[src/rtl/spi_pkg.sv]
// rtl/spi_pkg.sv - shared types and constants for the SPI shift engine
package spi_pkg;

    localparam int DEFAULT_DATA_W = 8;

    typedef enum logic [1:0] {
        IDLE   = 2'd0,
        LOADED = 2'd1,
        SHIFT  = 2'd2,
        DONE   = 2'd3
    } state_t;

    // SPI mode encodings as {cpol, cpha}
    localparam logic [1:0] MODE0 = 2'b00;
    localparam logic [1:0] MODE1 = 2'b01;
    localparam logic [1:0] MODE2 = 2'b10;
    localparam logic [1:0] MODE3 = 2'b11;

endpackage

[src/rtl/spi_sck_divider.sv]
// rtl/spi_sck_divider.sv - SCK half-period divider producing one tick per half-period
module spi_sck_divider #(
    parameter int DIV_W = 8
) (
    input  logic             clk,
    input  logic             reset,
    input  logic             enable,
    input  logic [DIV_W-1:0] clk_div,
    output logic             tick
);

    logic [DIV_W-1:0] div_cnt_q;
    logic [DIV_W-1:0] div_cnt_d;

    // Count 0..clk_div while enabled; wrap to 0 on the tick so a frame always ends with the counter at 0
    always_comb begin
        div_cnt_d = div_cnt_q;
        tick      = 1'b0;
        if (enable) begin
            if (div_cnt_q == clk_div) begin
                div_cnt_d = '0;
                tick      = 1'b1;
            end else begin
                div_cnt_d = div_cnt_q + 1'b1;
            end
        end
    end

    // Divider counter register
    always_ff @(posedge clk or negedge reset) begin
        if (!reset) begin
            div_cnt_q <= '0;
        end else begin
            div_cnt_q <= div_cnt_d;
        end
    end

endmodule

[src/rtl/spi_shift_engine.sv]
// rtl/spi_shift_engine.sv - SPI serial datapath: SCK generation, MOSI shift-out, MISO capture
module spi_shift_engine
    import spi_pkg::*;
#(
    parameter int DATA_W = DEFAULT_DATA_W,
    parameter int DIV_W  = 8
) (
    input  logic              clk,
    input  logic              reset,
    input  logic              load,
    input  logic [DATA_W-1:0] tx_data,
    input  logic              transfer_en,
    input  logic              cpol,
    input  logic              cpha,
    input  logic [DIV_W-1:0]  clk_div,
    input  logic              miso,
    output logic              sck,
    output logic              mosi,
    output logic [DATA_W-1:0] rx_data,
    output logic              rx_valid,
    output logic              byte_done,
    output logic              busy
);

    localparam int EDGE_W = $clog2(2 * DATA_W) + 1;
    localparam logic [EDGE_W-1:0] LAST_EDGE = EDGE_W'(2 * DATA_W);

    state_t              state_q,    state_d;
    logic [DATA_W-1:0]   tx_shift_q, tx_shift_d;
    logic [DATA_W-1:0]   rx_shift_q, rx_shift_d;
    logic [DATA_W-1:0]   rx_data_q,  rx_data_d;
    logic                cpol_q,     cpol_d;
    logic                cpha_q,     cpha_d;
    logic [DIV_W-1:0]    div_q,      div_d;
    logic [EDGE_W-1:0]   edge_cnt_q, edge_cnt_d;
    logic                sck_q,      sck_d;
    logic                mosi_q,     mosi_d;
    logic [EDGE_W-1:0]   edge_next;
    logic                tick;

    spi_sck_divider #(
        .DIV_W (DIV_W)
    ) u_div (
        .clk     (clk),
        .reset   (reset),
        .enable  ((state_q == SHIFT) && transfer_en),
        .clk_div (div_q),
        .tick    (tick)
    );

    // Next-state, shift and sample logic; a load with transfer_en already high skips LOADED
    always_comb begin
        state_d    = state_q;
        tx_shift_d = tx_shift_q;
        rx_shift_d = rx_shift_q;
        rx_data_d  = rx_data_q;
        cpol_d     = cpol_q;
        cpha_d     = cpha_q;
        div_d      = div_q;
        edge_cnt_d = edge_cnt_q;
        sck_d      = sck_q;
        mosi_d     = mosi_q;
        edge_next  = edge_cnt_q + 1'b1;
        case (state_q)
            IDLE, DONE: begin
                state_d = IDLE;
                if (load) begin
                    state_d    = transfer_en ? SHIFT : LOADED;
                    tx_shift_d = tx_data;
                    rx_shift_d = '0;
                    cpol_d     = cpol;
                    cpha_d     = cpha;
                    div_d      = clk_div;
                    edge_cnt_d = '0;
                    sck_d      = cpol;
                    mosi_d     = cpha ? 1'b0 : tx_data[DATA_W-1];
                end
            end
            LOADED: begin
                if (transfer_en) begin
                    state_d = SHIFT;
                end
            end
            SHIFT: begin
                if (tick) begin
                    edge_cnt_d = edge_next;
                    sck_d      = ~sck_q;
                    if (edge_next[0]) begin
                        // leading edge
                        if (cpha_q) begin
                            mosi_d     = tx_shift_q[DATA_W-1];
                            tx_shift_d = tx_shift_q << 1;
                        end else begin
                            rx_shift_d = {rx_shift_q[DATA_W-2:0], miso};
                        end
                    end else begin
                        // trailing edge
                        if (cpha_q) begin
                            rx_shift_d = {rx_shift_q[DATA_W-2:0], miso};
                        end else if (edge_next != LAST_EDGE) begin
                            mosi_d     = tx_shift_q[DATA_W-2];
                            tx_shift_d = tx_shift_q << 1;
                        end
                    end
                    // rx_data is presented together with the rx_valid pulse in DONE
                    if (edge_next == LAST_EDGE) begin
                        state_d   = DONE;
                        rx_data_d = rx_shift_d;
                    end
                end
            end
            default: state_d = IDLE;
        endcase
    end

    // State and datapath registers
    always_ff @(posedge clk or negedge reset) begin
        if (!reset) begin
            state_q    <= IDLE;
            tx_shift_q <= '0;
            rx_shift_q <= '0;
            rx_data_q  <= '0;
            cpol_q     <= 1'b0;
            cpha_q     <= 1'b0;
            div_q      <= '0;
            edge_cnt_q <= '0;
            sck_q      <= 1'b0;
            mosi_q     <= 1'b0;
        end else begin
            state_q    <= state_d;
            tx_shift_q <= tx_shift_d;
            rx_shift_q <= rx_shift_d;
            rx_data_q  <= rx_data_d;
            cpol_q     <= cpol_d;
            cpha_q     <= cpha_d;
            div_q      <= div_d;
            edge_cnt_q <= edge_cnt_d;
            sck_q      <= sck_d;
            mosi_q     <= mosi_d;
        end
    end

    assign sck       = sck_q;
    assign mosi      = mosi_q;
    assign rx_data   = rx_data_q;
    assign rx_valid  = (state_q == DONE);
    assign byte_done = (state_q == DONE);
    assign busy      = (state_q == LOADED) || (state_q == SHIFT);

endmodule

[config.mk]
export PLATFORM = sky130hd
export DESIGN_NAME = spi_shift_engine
export DESIGN_NICKNAME = d
export VERILOG_FILES = /design/src/rtl/spi_pkg.sv /design/src/rtl/spi_sck_divider.sv /design/src/rtl/spi_shift_engine.sv
export SDC_FILE = /design/constraint.sdc
export NUM_CORES = 1
export LEC_CHECK = 0
export ABC_CLOCK_PERIOD_IN_PS = 2000
export BUFFER_PORTS_ARGS = -buffer_cell sky130_fd_sc_hd__buf_4
export CAP_MARGIN = 15
export CORE_MARGIN = 1.5
export CORE_UTILIZATION = 52
export DETAILED_ROUTE_END_ITERATION = 8
export GPL_TIMING_DRIVEN = 0
export PLACE_DENSITY = 0.76
export SYNTH_ARGS = -nofsm -noshare
export SYNTH_HDL_FRONTEND = slang
export SYNTH_SLANG_ARGS = --single-unit
export TNS_END_PERCENT = 50
[constraint.sdc]
create_clock -name clk -period 2 [get_ports clk]
set_input_delay 0.1 -clock clk [delete_from_list [all_inputs] [get_ports clk]]
set_output_delay 0.1 -clock clk [all_outputs]
set_load 0.01 [all_outputs]
Word-level counts from Yosys, hierarchy flattened --
Cells that the tools add are included.
Word-level totals: register bits 50, input port bits 23, output and inout port bits 13, word-level logic and storage cells 72
Operators by class: add/sub/neg operators 2, equal/unequal tests 13, mux-type cells 36, bitwise gates (word level) 1, reduce and logical (&&, ||, !) cells 10
Operators with widths (number):
- $mux W8 | 12
- $pmux W8 S2 | 2
- $mux W1 | 11
- $mux W2 | 5
- $mux W5 | 2
- $pmux W5 S2 | 1
- $reduce_and A3 Y1 | 3
- $add A8 B1 Y8 const B | 1
- $eq A8 B8 Y1 | 1
- $ne A2 B2 Y1 const B | 3
- $ne A3 B3 Y1 const B | 2
- $pmux W2 S3 | 1
- $reduce_and A6 Y1 | 1
- $add A5 B1 Y5 const B | 1
- $eq A5 B5 Y1 const B | 1
- $ne A5 B5 Y1 const B | 1
- $eq A2 B2 Y1 const B | 2
- $pmux W1 S2 | 2
- $ne A3 B2 Y1 const B | 1
- $eq A2 B1 Y1 const B | 1
- $logic_not A2 Y1 | 1
- $ne A2 B1 Y1 const B | 1
- $reduce_and A2 Y1 | 1
- $reduce_bool A2 Y1 | 1
- 4 further kinds | 4

Depth between registers and ports, before layout --
Gate-level depths: netlist of the first run.
depth after elaboration 7, gate-level depth with buffers 8, depth with buffers taken out 7

Hierarchy --
A second synthesis of the first run with hierarchy kept.
Second synthesis, totals: cell total of the unflattened synthesis 223, area total of the unflattened synthesis 2591.2 um^2
Modules (own cells, without submodules):
- spi_shift_engine | instances 1, cells an instance 171, area each 2084.5 um^2, seq. area each 1051.0 um^2
- spi_sck_divider | instances 1, cells an instance 52, area each 506.7 um^2, seq. area each 200.2 um^2

Worst setup path before layout of the first run --
Ideal clock, no wire load.
kind register -> register, start register state_q[0], end register tx_shift_q[6], setup time 0.094 ns, arrival time 1.876 ns, data required time 1.906 ns, setup slack 0.030 ns, cell stages (with the launch flop) 8, path buffers 0, clock period less this slack 1.970 ns, cells stage by stage dfrtp_1 > inv_1 > ha_1 > mux2i_1 > a31oi_1 > o21ai_1 > nor3b_1 > a211oi_1
Between the ends: longest elaborated chain between the ends 5, elaborated cells on any way between the ends 14, those cells by class eq/ne: 7; mux: 2; reduce/logical: 5
Ends and longest elaborated chain:
- start, declared | RTL line spi_shift_engine.sv:28 | state_t state_q, state_d;
- start signal, assigned | RTL line spi_shift_engine.sv:130 | state_q <= state_d;
- $eq A2 B2 Y1 | RTL line spi_shift_engine.sv:46, spi_shift_engine.sv:64
- $logic_and A1 B1 Y1 | RTL line spi_shift_engine.sv:46 | .enable ((state_q == SHIFT) && transfer_en),
- $mux W1 | RTL line spi_sck_divider.sv:19 | if (enable) begin
- $ne A2 B2 Y1 (no line)
- $reduce_and A6 Y1 (no line)
- end signal, assigned | RTL line spi_shift_engine.sv:131 | tx_shift_q <= tx_shift_d;
- end, declared | RTL line spi_shift_engine.sv:29 | logic [DATA_W-1:0] tx_shift_q, tx_shift_d;
Parallel ways exist; a longest one is shown, timed or not. A chain may end at the register's enable or synchronous reset.

Worst setup path after layout of the first run --
start register state_q[0], end register edge_cnt_q[4]
Between the ends: longest elaborated chain between the ends 5, elaborated cells on any way between the ends 11, those cells by class eq/ne: 4; mux: 2; reduce/logical: 5
Ends and longest elaborated chain:
- $eq A2 B2 Y1 | RTL line spi_shift_engine.sv:46, spi_shift_engine.sv:64
- $logic_and A1 B1 Y1 | RTL line spi_shift_engine.sv:46
- $mux W1 | RTL line spi_sck_divider.sv:19
- $ne A2 B2 Y1 (no line)
- $reduce_and A3 Y1 (no line)
- end signal, assigned | RTL line spi_shift_engine.sv:137 | edge_cnt_q <= edge_cnt_d;
- end, declared | RTL line spi_shift_engine.sv:35 | logic [EDGE_W-1:0] edge_cnt_q, edge_cnt_d;
Parallel ways exist; a longest one is shown, timed or not.

==> metrics, run 1 <==
status=complete, no violations; DRT antenna net count=0; largest cells by area after synthesis=dfrtp_1 46%, mux2i_1 4.8%, a21oi_1 3.8%; Synth Cell Area=0.00273 mm²; Yosys cell types=48; Crit. End Element=flip-flop; vias in the first global route=2131; unrepaired setup endpoints after global routing=yes; cell taking the most area after synthesis=dfrtp_1; Total Routed Length=6140 µm; final net count=360; Avg Inst Size Synth=9.93 µm²; WP data required=2.23 ns; EDFF count, synth=0; FMAX=520 MHz; drt drc=0; Adder-Cell Fraction of Synth Area=0.0229; Gate power share=0.526; Clock power frac=0.133; Compound-Gate Fraction of Synth Area=0.152; largest family of logic cells by synthesized area=simple AND/OR/NAND/NOR gates; CP Max Fanout=6; post-synthesis mux area share=0.0889; FP Rows=26; crit path cell chain=inv_1, ha_4, mux2i_4, buf_4, buf_4, or3b_2, o211ai_1; CTS tree=done; relative slew slack=0.582; max cap viols=0; starting density of the core=0.538; Synth Instances=275; CTS Sinks=50; #FFs+latches synth=50; Global Route Usage Sum=0.232; register area share after synthesis=0.458; footprint of the multi-input gates=0.00142 mm²; Crit Path Class=flip-flop to flip-flop; drt pass-1 iters=4; CP dominant cell by count=buf_4; wire per inst=15.3 µm; crit share post-route=0.961; crit path time final=1.92 ns; Cells after DPL=380; final hold viol count=0; Cell Area, Placed=0.00308 mm²; worst hold path class=input port to flip-flop; HPWL after detailed placement=4060 µm; flop2flop setup slack=0.08 ns; PnR worst setup slack=0.0783 ns; reg2reg start=state_q[0]$_DFFE_PN0P_; FF+latch area=0.00125 mm²; P_leak=0.00149 µW; Pwr Density=1290 mW/mm²; pre-CTS WS=-0.450 ns; post-synthesis xor/xnor area fraction=0.0385; Primary FF master, synth=dfrtp_1; Vias/cell=5.63; Root Driver=clkbuf_8; routed vias=2262; Slowest cell on crit path=or3b_2; Final Non-Filler Cells=402; Crit path largest cell delay=0.43 ns; gpl congestion=0.874; FF-to-FF End=edge_cnt_q[4]$_DFFE_PN0P_; WHS Path Cells=2; Slew Viols, Final=0; simple-gate share of the synthesized area=0.183; Die X=75.5 µm; final setup violating endpoints=0; CTS buffer count=5; syn_nets=303; list of most frequent post-synthesis cells=50 x dfrtp_1, 26 x nand2_1, 21 x a21oi_1; antenna diode count=0; largest net degree at the start of global routing=51; Yosys Warn Count=0; hold_sp=clk_div[4]; first-pass GRT wire length=9980 µm; Core Area=0.00507 mm²; I/O pin cnt=36; Clock Pin Slew Worst Setup and Hold Paths=0.09 ns; initial drt markers=117; fraction of layout cells with a size suffix above 1=0.304; Synth top area share=0.458; Post-synth ARST share=1.00; CP startpoint kind=flip-flop; Die Ht=75.5 µm; cell internal pwr=2650 µW; filler instances=421; area delta synth->final=24.7%; cell with the most instances after synthesis=dfrtp_1; Peak VDD IR=0.638 mV; initial antenna violation count=0; die footprint=0.00569 mm²; H-tree Lvls=2; Worst Tran Pin Value=0.628 ns; final setup skew=0.0105 ns; fin area=0.00340 mm²; clk buf depth=2; Worst-Skew Late Latency=0.31 ns; Reg power frac=0.341; CP arrival=2.15 ns; Switching Power=1740 µW; Net Sw Frac=0.396; worst reg2reg path depth=7; Port Buffer Count=35; hold-critical path endpoint=div_q[4]$_DFFE_PN0P_; total grt overflow=0; utilization after layout=0.671
registers in the layout, summed over array words and instances (netlist names):
name,count
mosi,1
rx_shift_q,8
cpha_q,1
edge_cnt_q,5
div_q,8
state_q,2
sck,1
tx_shift_q,8
rx_data,8
u_div.div_cnt_q,8
area by class of cell:
cell class / instances / area share
inverters: 16 / 0.0176
flip-flops and latches: 50 / 0.368
clock buffers: 6 / 0.0213
plain buffers: 14 / 0.0323
clock inverters: 1 / 0.00221
repair buffers: 52 / 0.117
well taps: 70 / 0.0257
multi-input cells: 193 / 0.416
critical path: cells and delay by family, from the launching register on:
family	cells	cell delay [ns]
compound gates	1	0.16
fa+ha+maj	1	0.24
buf+inv	3	0.42
flops	1	0.39
mux	1	0.22
simple gates	1	0.43
metrics by stage:
stage	hold WS (ns)	total power, µW	TNS (ns)
floorplan	-0.196	2850	0
global route	0.0141	4680	-0.0443
finish	0.0150	4380	0
global placement	0.170	3290	-4.55
detailed placement	0.168	3340	-4.86
CTS	0.0102	4060	0
placed cells by master, fill, tap and decap left out, types with 9 or more instances in the layout:
master	n
dfrtp_1	49
mux2_2	9
mux2i_1	11
nand2_1	26
inv_1	16
a21oi_1	20
buf_4	52
o21ai_0	9
xor2_1	9
nor2_1	13
cell families (layout without fill, tap and decap cells):
family	count (synthesis)	count (layout)
simple gates	87	87
compound gates	66	66
flops	50	50
buf+inv	32	89
mux	23	23
xor+xnor	12	12
fa+ha+maj	5	5
routing by layer:
layer	share of wire	vias to the layer above	wire length, µm	track usage
li1	-	1093	-	-
met1	0.44	1102	2720	0.298
met2	0.49	55	3010	0.390
met3	0.044	12	267	0.0463
met4	0.022	0	136	0.0873
met5	0	-	0	0
worst max path at each step:
| stage | from | to | cells after the start |
|---|---|---|---|
| floorplan | state_q[0]$_DFFE_PN0P_ | tx_shift_q[6]$_DFFE_PN0P_ | 7 |
| global placement | state_q[0]$_DFFE_PN0P_ | tx_shift_q[1]$_DFFE_PN0P_ | 7 |
| detailed placement | state_q[0]$_DFFE_PN0P_ | tx_shift_q[6]$_DFFE_PN0P_ | 7 |
| CTS | state_q[0]$_DFFE_PN0P_ | mosi$_DFFE_PN0P_ | 7 |
| global route | u_div.div_cnt_q[1]$_DFFE_PN0N_ | edge_cnt_q[3]$_DFFE_PN0P_ | 7 |
| finish | state_q[0]$_DFFE_PN0P_ | edge_cnt_q[4]$_DFFE_PN0P_ | 7 |
power by group through the flow:
stage          clock (µW)  sequential, µW  combinational (µW)
6_report              582            1500                2310
5_1_grt               629            1530                2520
4_1_cts               594            1510                1960
3_5_place_dp            0            1530                1820
3_3_place_gp            0            1520                1770
2_1_floorplan           0            1480                1380
repair_timing:
item                                   4_1_cts  5_1_grt
resized for setup                           12       19
hold buffers                                 1        0
buffers inserted                             3       13
pin swaps                                    2        1
endpoints found under the hold margin       50        0
setup endpoints to repair                   29       37
No activity file was read; power rests on OpenSTA's default activity.
==> inputs of run 2 (changes only) <==
Settings changed: RECOVER_POWER set to 25.
==> run 2 against run 1 <==
Compared with the run above: clock power about the same; register-to-register slack is essentially flat; sequential power about the same; cell count unchanged; die area stayed put; critical path depth unchanged; routed wire length barely moved; sequential cell count unchanged; non-clock buffer count unchanged.
==> metrics, run 2 (synthesis results as in run 1) <==
status=complete, no violations (unchanged); CP arrival=2.15 ns (about the same); final setup skew=0.0103 ns (was 0.0105 ns); CP delay by family, top=simple AND/OR/NAND/NOR gates (unchanged); crit path time final=1.92 ns (about the same); Total Routed Length=6140 µm (about the same); vias in the first global route=2131 (unchanged); Worst-Skew Late Latency=0.31 ns (about the same); area delta synth->final=24.6% (was 24.7%); first-pass GRT wire length=9980 µm (unchanged); Peak VDD IR=0.638 mV (about the same); DRT antenna net count=0 (unchanged); CP Max Fanout=6 (unchanged); FP Rows=26 (unchanged); Clock Pin Slew Worst Setup and Hold Paths=0.09 ns (about the same); I/O pin cnt=36 (unchanged); wire per inst=15.3 µm (about the same); Vias/cell=5.62 (was 5.63); fraction of layout cells with a size suffix above 1=0.304 (unchanged); Slowest cell on crit path=or3b_2 (unchanged); Cells after DPL=380 (unchanged); gpl congestion=0.874 (unchanged); H-tree Lvls=2 (unchanged); met2 wire len=2990 µm (was 3010 µm); utilization after layout=0.670 (was 0.671); final setup violating endpoints=0 (unchanged); FMAX=520 MHz (about the same); clk buf depth=2 (unchanged); top sig layer=met4 (unchanged); worst setup path startpoint=state_q[0]$_DFFE_PN0P_ (unchanged); Root Driver=clkbuf_8 (unchanged); Final Non-Filler Cells=402 (unchanged); antenna diode count=0 (unchanged); Slew Viols, Final=0 (unchanged); worst hold path class=input port to flip-flop (unchanged); CTS buffer count=5 (unchanged); Pwr Density=1290 mW/mm² (about the same); most common cell after layout, fill and taps aside=buf_4 (unchanged); largest net degree at the start of global routing=51 (unchanged); flop2flop setup slack=0.08 ns (about the same); Die X=75.5 µm (unchanged); CP dominant cell by count=buf_4 (unchanged); Global Route Usage Sum=0.232 (unchanged); crit share post-route=0.961 (about the same); P_leak=0.00149 µW (about the same); HPWL after detailed placement=4060 µm (unchanged); end of the critical path=edge_cnt_q[4]$_DFFE_PN0P_ (unchanged); relative slew slack=0.186 (was 0.582); Crit path largest cell delay=0.43 ns (about the same); routed vias=2259 (was 2262); Port Buffer Count=35 (unchanged); drt drc=0 (unchanged); initial antenna violation count=0 (unchanged); Core Area=0.00507 mm² (unchanged); die footprint=0.00569 mm² (unchanged); unrepaired setup endpoints after global routing=yes (unchanged); starting density of the core=0.538 (unchanged); Crit Path Class=flip-flop to flip-flop (unchanged); total grt overflow=0 (unchanged); WP data required=2.23 ns (about the same); cell count along the critical path=7 (unchanged); Buf+Inv Stages, Crit Path=3 (unchanged); Die Ht=75.5 µm (unchanged); reg2reg start=state_q[0]$_DFFE_PN0P_ (unchanged); FF-to-FF End=edge_cnt_q[4]$_DFFE_PN0P_ (unchanged); crit path cell chain=inv_1, ha_4, mux2i_4, buf_4, buf_4, or3b_2, o211ai_1 (unchanged); drt pass-1 iters=4 (unchanged); Met3 Routed Length=287 µm (was 267 µm); most frequent cells in the layout=51 x buf_4, 49 x dfrtp_1, 26 x nand2_1, 20 x a21oi_1, 16 x inv_1 (was 52 x buf_4, 49 x dfrtp_1, 26 x nand2_1, 20 x a21oi_1, 16 x inv_1); Crit. End Element=flip-flop (unchanged); final net count=360 (unchanged); CTS Sinks=50 (unchanged); wire length on met1=2730 µm (was 2720 µm); initial drt markers=117 (unchanged); CP startpoint kind=flip-flop (unchanged); CTS tree=done (unchanged); Worst Tran Pin Value=1.22 ns (was 0.628 ns); final hold viol count=0 (unchanged); worst reg2reg path depth=7 (unchanged); max cap viols=0 (unchanged)
run 2: cell types whose count changed in the layout (fill, tap and decap cells not counted):
cell	before	now
buf_4	52	51
clkbuf_2	3	4
run 2: routing by layer:
| metal | GRT usage | vias to the layer above |
|---|---|---|
| li1 | - | 1092 |
| met1 | 0.298 | 1096 |
| met2 | 0.390 | 59 |
| met3 | 0.0463 | 12 |
| met4 | 0.0873 | 0 |
| met5 | 0 | - |
run 2: worst min-delay path by stage:
| stage | startpoint | endpoint | slack, ns | cells after the start |
|---|---|---|---|---|
| after floorplan | reset | cpha_q$_DFFE_PN0P_ | -0.20 | 0 |
| after global placement | reset | state_q[1]$_DFFE_PN0P_ | 0.17 | 1 |
| after detailed placement | reset | state_q[1]$_DFFE_PN0P_ | 0.17 | 1 |
| after CTS | clk_div[4] | div_q[4]$_DFFE_PN0P_ | 0.01 | 2 |
| after global routing | clk_div[4] | div_q[4]$_DFFE_PN0P_ | 0.01 | 2 |
| final | clk_div[4] | div_q[4]$_DFFE_PN0P_ | 0.01 | 2 |
run 2: layout make-up:
class	count	area, µm²
inverter	16	60.1
clock buffer	6	72.6
tap	70	87.6
multi-input combinational	193	1420
fill	422	1670
clock inverter	1	7.51
timing repair buffer	52	394
buffer	14	110
sequential	50	1250
run 2: worst reg2reg max path: cells and delay by family (launching register included):
kind | cells | cell delay [ns]
adders and majority gates | 1 | 0.24
buffers and inverters | 3 | 0.42
muxes | 1 | 0.22
and+or+nand+nor | 1 | 0.43
AOI/OAI and AO/OA | 1 | 0.16
DFF | 1 | 0.39
run 2: timing repair:
| action | in CTS | in global routing |
|---|---|---|
| endpoints found under the setup margin | 29 | 37 |
| buffers inserted | 3 | 13 |
| endpoints found under the hold margin | 50 | 0 |
| pin swaps | 2 | 1 |
| hold buffers | 1 | 0 |
| gates resized for setup | 12 | 19 |
run 2: per-stage QoR:
step | setup TNS (ns) | hold WS, ns | total power [µW] | cell area (µm²) | worst slack (ns)
floorplan | 0 | -0.196 | 2850 | 2730 | 0.0300
global placement | -4.55 | 0.170 | 3290 | 3080 | -0.433
detailed placement | -4.86 | 0.168 | 3340 | 3080 | -0.450
CTS | 0 | 0.0102 | 4060 | 3230 | 0.0167
global route | -0.0443 | 0.0141 | 4680 | 3400 | -0.0253
finish | 0 | 0.0148 | 4380 | 3400 | 0.0786
run 2: report_power, final:
| group | switching [µW] | internal, µW | total (µW) |
|---|---|---|---|
| Clock | 340 | 241 | 581 |
| Sequential | 211 | 1290 | 1500 |
| Combinational | 1180 | 1120 | 2300 |
